--- src/rtl/msrv32_pc_gen_p.sv ---
// msrv32_pc_gen_p: program counter generator with stall-tolerant redirect capture.
// Revision 1.0
`default_nettype none

module msrv32_pc_gen_p #(
   parameter int                 XLEN      = 32,
   parameter logic [XLEN-1:0]    BOOT_ADDR = '0,
   parameter int                 IALIGN    = 32
) (
   input  logic            clk_in,
   input  logic            rst_in,
   input  logic            ahb_ready_in,
   input  logic            branch_taken_in,
   input  logic [1:0]      pc_src_in,
   input  logic [XLEN-1:0] epc_in,
   input  logic [XLEN-1:0] trap_address_in,
   input  logic [XLEN-1:1] iaddr_in,
   output logic [XLEN-1:0] pc_out,
   output logic [XLEN-1:0] pc_plus_4_out,
   output logic [XLEN-1:0] pc_mux_out,
   output logic [XLEN-1:0] iaddr_out,
   output logic            misaligned_instr_logic_out,
   output logic            redirect_pending_out
);

   localparam logic [1:0] SRC_BOOT = 2'b00;
   localparam logic [1:0] SRC_EPC  = 2'b01;
   localparam logic [1:0] SRC_TRAP = 2'b10;
   localparam logic [1:0] SRC_SEQ  = 2'b11;

   logic [XLEN-1:0] pc;
   logic [XLEN-1:0] target;
   logic [XLEN-1:0] redirect_addr;
   logic [XLEN-1:0] pend_addr;
   logic [XLEN-1:0] next_pc;
   logic            pend_valid;
   logic            redirect_req;
   logic            misaligned;

   assign target        = {iaddr_in, 1'b0};
   assign pc_plus_4_out = pc + {{(XLEN-3){1'b0}}, 3'd4};

   generate
      if (IALIGN == 32) begin : g_align32
         assign misaligned = branch_taken_in & (pc_src_in == SRC_SEQ) & target[1];
      end else begin : g_align16
         assign misaligned = 1'b0;
      end
   endgenerate

   // Redirect request and address, ignoring any held pending entry.
   always_comb begin
      redirect_req  = 1'b1;
      redirect_addr = BOOT_ADDR;
      case (pc_src_in)
         SRC_BOOT: redirect_addr = BOOT_ADDR;
         SRC_TRAP: redirect_addr = trap_address_in;
         SRC_EPC:  redirect_addr = epc_in;
         default: begin
            redirect_req  = branch_taken_in & ~misaligned;
            redirect_addr = target;
         end
      endcase
   end

   // Boot/trap/epc outrank the pending entry; the pending entry outranks a new branch.
   always_comb begin
      next_pc = pc_plus_4_out;
      if (pc_src_in != SRC_SEQ)
         next_pc = redirect_addr;
      else if (pend_valid)
         next_pc = pend_addr;
      else if (redirect_req)
         next_pc = target;
   end

   always_ff @(posedge clk_in or negedge rst_in) begin
      if (!rst_in) begin
         pc         <= BOOT_ADDR;
         pend_valid <= 1'b0;
         pend_addr  <= '0;
      end else if (!misaligned) begin
         if (ahb_ready_in) begin
            pc         <= next_pc;
            pend_valid <= 1'b0;
         end else if (redirect_req) begin
            pend_valid <= 1'b1;
            pend_addr  <= redirect_addr;
         end
      end
   end

   assign pc_out                     = pc;
   assign pc_mux_out                 = next_pc;
   assign iaddr_out                  = (ahb_ready_in && !misaligned) ? next_pc : pc;
   assign misaligned_instr_logic_out = misaligned;
   assign redirect_pending_out       = pend_valid;

endmodule

`default_nettype wire

--- config.mk ---
export PLATFORM = sky130hd
export DESIGN_NAME = msrv32_pc_gen_p
export DESIGN_NICKNAME = d
export VERILOG_FILES = /design/src/rtl/msrv32_pc_gen_p.sv
export SDC_FILE = /design/constraint.sdc
export NUM_CORES = 1
export LEC_CHECK = 0
export CAP_MARGIN = 10
export CELL_PAD_IN_SITES_DETAIL_PLACEMENT = 1
export CELL_PAD_IN_SITES_GLOBAL_PLACEMENT = 1
export CORE_ASPECT_RATIO = 0.75
export CORE_UTILIZATION = 33
export CTS_BUF_LIST = sky130_fd_sc_hd__clkbuf_4
export DETAILED_ROUTE_END_ITERATION = 12
export HOLD_SLACK_MARGIN = 0.1
export MAX_ROUTING_LAYER = met4
export PLACE_DENSITY = 0.91
export SETUP_SLACK_MARGIN = 0.2
export SLEW_MARGIN = 20
export SYNTH_ARGS = -nofsm -noshare
export SYNTH_HDL_FRONTEND = slang
export SYNTH_SLANG_ARGS = --single-unit
--- constraint.sdc ---
create_clock -name clk_in -period 4.2 [get_ports clk_in]
set_input_delay 0.63 -clock clk_in [delete_from_list [all_inputs] [get_ports clk_in]]
set_output_delay 0.63 -clock clk_in [all_outputs]
set_load 0.02 [all_outputs]
# Yosys cells after proc, flatten, opt, wreduce, memory -nomap -nowiden
# Cells that the tools add are included.
[classes]
add_sub_neg = 1
n_eq_ne = 4
mux = 8
bitwise = 5
n_reduce_logical = 8
[op_table]
columns = ["operator", "count"]
rows = [
  ["$mux 32", 4],
  ["$pmux 32 s3", 1],
  ["$add 32x3->32 const B", 1],
  ["$eq 2x2->1 const B", 2],
  ["$reduce_and 2->1", 2],
  ["$and 1x1->1", 3],
  ["$mux 1", 3],
  ["$reduce_and 3->1", 1],
  ["$reduce_or 3->1", 1],
  ["$eq 2x1->1 const B", 1],
  ["$logic_not 2->1", 1],
  ["$ne 2x2->1 const B", 1],
  ["$not 1->1", 2],
  ["$reduce_bool 2->1", 1],
  ["$logic_and 1x1->1", 1],
  ["$logic_not 1->1", 1],
]
[word_totals]
reg_bits = 65
input_bits = 101
out_inout_bits = 130
word_cells = 29

# Depth between registers and ports, before layout
[depth]
word_depth = 10
ltp_mapped = 8
mapped_depth_nobuf = 6

# Least setup slack after synthesis
# OpenSTA, ideal clock, no wires.
[synth_path]
path_kind = "in2out"
start = "input port pc_src_in[1]"
end = "output port iaddr_out[7]"
arrival_time_ps = 2467
t_required_ps = 3570
path_slack_ps = 1103
stages = 5
n_path_buf = 3
path_cell_list = "buf_2 -> buf_1 -> clkbuf_1 -> a21oi_1 -> o41ai_1"
[synth_between]
elab_chain_len = 10
elab_cells_between_ends = 18
classes_between = "eq/ne: 4; mux: 6; bitwise: 4; reduce/logical: 4"
[synth_rtl]
columns = ["element", "line", "source"]
rows = [
  ["start: declaration", "14", "input logic [1:0] pc_src_in,"],
  ["$eq 2x2->1", "45", "assign misaligned = branch_taken_in & (pc_src_in == SRC_SEQ) & target[1];"],
  ["$and 1x1->1 (2 in a row)", "45", ""],
  ["$not 1->1 (no line)", "-", ""],
  ["$and 1x1->1", "60", "redirect_req = branch_taken_in & ~misaligned;"],
  ["$mux 1", "55", "case (pc_src_in)"],
  ["$mux 32", "73", "else if (redirect_req)"],
  ["$mux 32", "71", "else if (pend_valid)"],
  ["$mux 32", "69", "if (pc_src_in != SRC_SEQ)"],
  ["$mux 32 (*)", "95", "assign iaddr_out = (ahb_ready_in && !misaligned) ? next_pc : pc;"],
  ["end: declaration", "21", "output logic [XLEN-1:0] iaddr_out,"],
]
# Every way passes the cells marked *; elsewhere a longest branch is shown, timed or not.

# Worst setup path in the final report
[layout_path]
start = "register pc[9] (netlist: pc_out[9])"
end = "output port pc_mux_out[29]"
[layout_between]
elab_chain_len = 4
[layout_rtl]
columns = ["element", "line", "source"]
rows = [
  ["start: declaration", "31", "logic [XLEN-1:0] pc;"],
  ["start signal: assignment", "84", "pc <= next_pc;"],
  ["$add 32x3->32", "41", "assign pc_plus_4_out = pc + {{(XLEN-3){1'b0}}, 3'd4};"],
  ["$mux 32", "73", ""],
  ["$mux 32", "71", ""],
  ["$mux 32", "69", ""],
  ["end: declaration", "20", "output logic [XLEN-1:0] pc_mux_out,"],
]
# No other way between the ends.

==> results <==
## per-layer routing
layer / track usage [%] / up-vias / share of wire [%]
met2: 48.2 / 260 / 46
met5: - / - / 0
li1: - / 2755 / -
met3: 6.31 / 35 / 7.1
met1: 36.7 / 2955 / 44
met4: 9.62 / 0 / 2.4
## flip-flops by register name (all words and copies together), names as in the netlist
register,cells
pc_out,32
redirect_pending_out,1
pend_addr,32
## repair_timing
| item | CTS | global route |
|---|---|---|
| resized for setup | 1 | 8 |
| endpoints found under the setup margin | 4 | 10 |
| cloned | 0 | 0 |
## report_power, final
part	leakage [nW]	internal, mW	switching, mW	total, mW
clock	0.0729	0.175	0.264	0.439
sequential	0.777	0.719	0.129	0.847
combinational	2.39	0.620	0.688	1.31
## metrics by stage
stage	hold slack (ns)	std cells	setup slack (ns)	instance area, um^2	total power, mW
6_report	0.312	1059	0.393	7890	2.60
3_5_place_dp	0.502	1041	0.351	7730	2.16
4_1_cts	0.321	1057	0.206	7860	2.61
5_1_grt	0.356	1059	0.173	7890	2.73
2_1_floorplan	0.334	633	1.10	5110	1.48
3_3_place_gp	0.493	1041	0.467	7730	2.13
## cells by family after synthesis
logic type,Yosys count
flops,65
xor+xnor,26
buf+inv,76
mux,44
compound gates,218
fa+ha+maj,1
simple gates,203
## final timing paths
kind                                    from        endpoint  slack (ns)  cells after the start
worst max-delay path               pc_out[9]  pc_mux_out[29]        0.39                      6
worst min-delay path                  rst_in      pc_out[15]        0.31                      1
worst max register to register     pc_out[9]      pc_out[29]        1.89                      5
worst min register to register  pend_addr[7]    pend_addr[7]        0.53                      1
max in group asynchronous             rst_in       pc_out[2]        3.23                      1
min in group clk_in             pend_addr[7]    pend_addr[7]        0.53                      1
## layout by cell type, fill, tap and decap left out, drive strengths merged, types with 5 or more instances in the layout
| master | n |
|---|---|
| clkdlybuf4s50 | 222 |
| a21oi | 66 |
| dfrtp | 65 |
| nand2 | 61 |
| nor2 | 53 |
| mux2 | 42 |
| o21ai | 36 |
| buf | 33 |
| inv | 24 |
| a22oi | 24 |
| nor3 | 18 |
| nand3 | 17 |
| xor2 | 16 |
| a22o | 12 |
| xnor2 | 10 |
| clkbuf | 9 |
| and2 | 9 |
| or2 | 8 |
| a221oi | 8 |
| and3 | 7 |
| o21a | 7 |
| a31oi | 7 |
| nand4 | 7 |
| nand2b | 6 |
| a211oi | 6 |
| a21o | 6 |
| o221ai | 5 |
| o311ai | 5 |
| dlymetal6s2s | 5 |
| clkinv | 5 |
| nor4 | 5 |
## worst max-delay path: cells and delay by family (launching register included)
family | cells | cell delay (ns)
simple gates | 5 | 1.55
flops | 1 | 0.53
buf+inv | 1 | 0.65
## cell type report
cell class	count	area [um^2]
Antenna cell	2	5.00
Multi-Input combinational cell	492	3220
Timing Repair Buffer	260	2560
Inverter	24	90.1
Tap cell	200	250
Clock buffer	9	67.6
Clock inverter	7	61.3
Sequential cell	65	1630
Fill cell	1736	6890
==> metrics.md <==
| Metric | Value |
|---|---|
| Status | `completed` |
| Mux share of post-synthesis cell area | `9.64%` |
| Worst hold path class | `in -> async` |
| Relative slew slack | `37.4%` |
| CTS tree | `yes` |
| Synthesis-to-finish area growth | `54.4%` |
| Area leader, netlist | `dfrtp_1` |
| Via count | `6,005` |
| DIE AREA | `16,000 um^2` |
| Leading cell types by count after synthesis | `a21oi_1 (66), dfrtp_1 (65), nand2_1 (61)` |
| Avg Inst Size Synth | `8.08 um^2` |
| Nets | `954` |
| Setup bufs post-CTS | `0` |
| LEAKAGE | `3.23 nW` |
| CTS buffer count | `9` |
| Clock buffer depth | `2` |
| Top_reg_cell synth | `dfrtp_1` |
| Most common cell in the netlist | `a21oi_1` |
| CP startpoint kind | `register` |
| HPWL after detailed placement | `17.4 mm` |
| Via-to-Cell Ratio | `5.67` |
| Gp weighted congestion | `0.928` |
| Synth Area in Compound Gates | `28.4%` |
| Total Wirelength | `22.9 mm` |
| Synthesis Warnings | `0` |
| Highest Clock Rate | `0.263 GHz` |
| Final setup vio count | `0` |
| Register area share after synthesis | `31.8%` |
| Measured slew at the worst slew-check pin | `0.940 ns` |
| Tmin final | `3.81 ns` |
| Worst Path Arrival | `3.18 ns` |
| WP data required | `3.57 ns` |
| Post-Synth Adder-Cell Area | `0.245%` |
| Port Buffers | `230` |
| Vias in the first global route | `6,016` |
| Synth Register Bits | `65` |
| Synth area leaders | `dfrtp_1 (32%), mux2_2 (9.3%), a21oi_1 (6.5%)` |
| EDFF count, synth | `0` |
| Crit Path Category | `reg -> out` |
| Syn_nets | `735` |
| Maximum fanout along the worst path | `8` |
| Drt initial violations | `358` |
| Crit-path cells | `nand4_2 > or4_4 > nor3_2 > nor3b_1 > nor3_1 > clkdlybuf4s50_1` |
| Share of cells above drive strength 1 | `13.7%` |
| Setup TNS | `0 ns` |
| Synthesized instance count | `633` |
| Reg clk slew, reported paths | `0.14 ns` |
| Post-Synthesis Cell Area | `5110 um^2` |
| Die X | `146 um` |
| RSZ-0062 raised after global routing | `yes` |
| Worst Clk Skew | `0.0214 ns` |
| WL per Instance | `21.6 um` |
| First-pass GRT wire length | `34.9 mm` |
| Row count | `38` |
| # H-tree levels | `3` |
| Netlist cell types | `61` |
| Total of max-cap violations | `0` |
| Starting Density | `34.6%` |
| Final core occ | `53.4%` |
| Pre-antenna DRT Iters | `5` |
| Die H | `110 um` |
| Initial antenna violation count | `2` |
| Io pins | `231` |
| Clock root buffer master | `clkbuf_4` |
| Delay of the slowest critical-path stage | `0.67 ns` |
| Maximum vdd drop | `0.000195 V` |
| Clock Latency Late Sink | `0.45 ns` |
| Crit. End Element | `output port` |
| Slowest cell on crit path | `or4_4` |
| Main combinational cell family by area after synthesis | `compound AO/OA/AOI/OAI gates` |
| Core outline area | `14,800 um^2` |
| Largest net degree at the start of global routing | `66` |
| Fin crit share | `90.6%` |
| Aggregate global routing overflow | `0` |
| Post-Synth Simple-Gate Area | `19.7%` |
| Post-route ant nets | `0` |
| Sinks on Clock Net | `65` |
| GRT Util Overall | `29.5%` |
| Synth top area share | `31.8%` |
| Final hold vios | `0` |
| CTS Hold Bufs | `0` |
| Post-Synth XOR/XNOR Area | `4.45%` |
| Power Density | `329 nW/um^2` |
| Max-slew violations | `0` |
| DRC | `0` |
| Synth async-reset ratio | `100%` |
No activity file was read; power rests on OpenSTA's default activity.
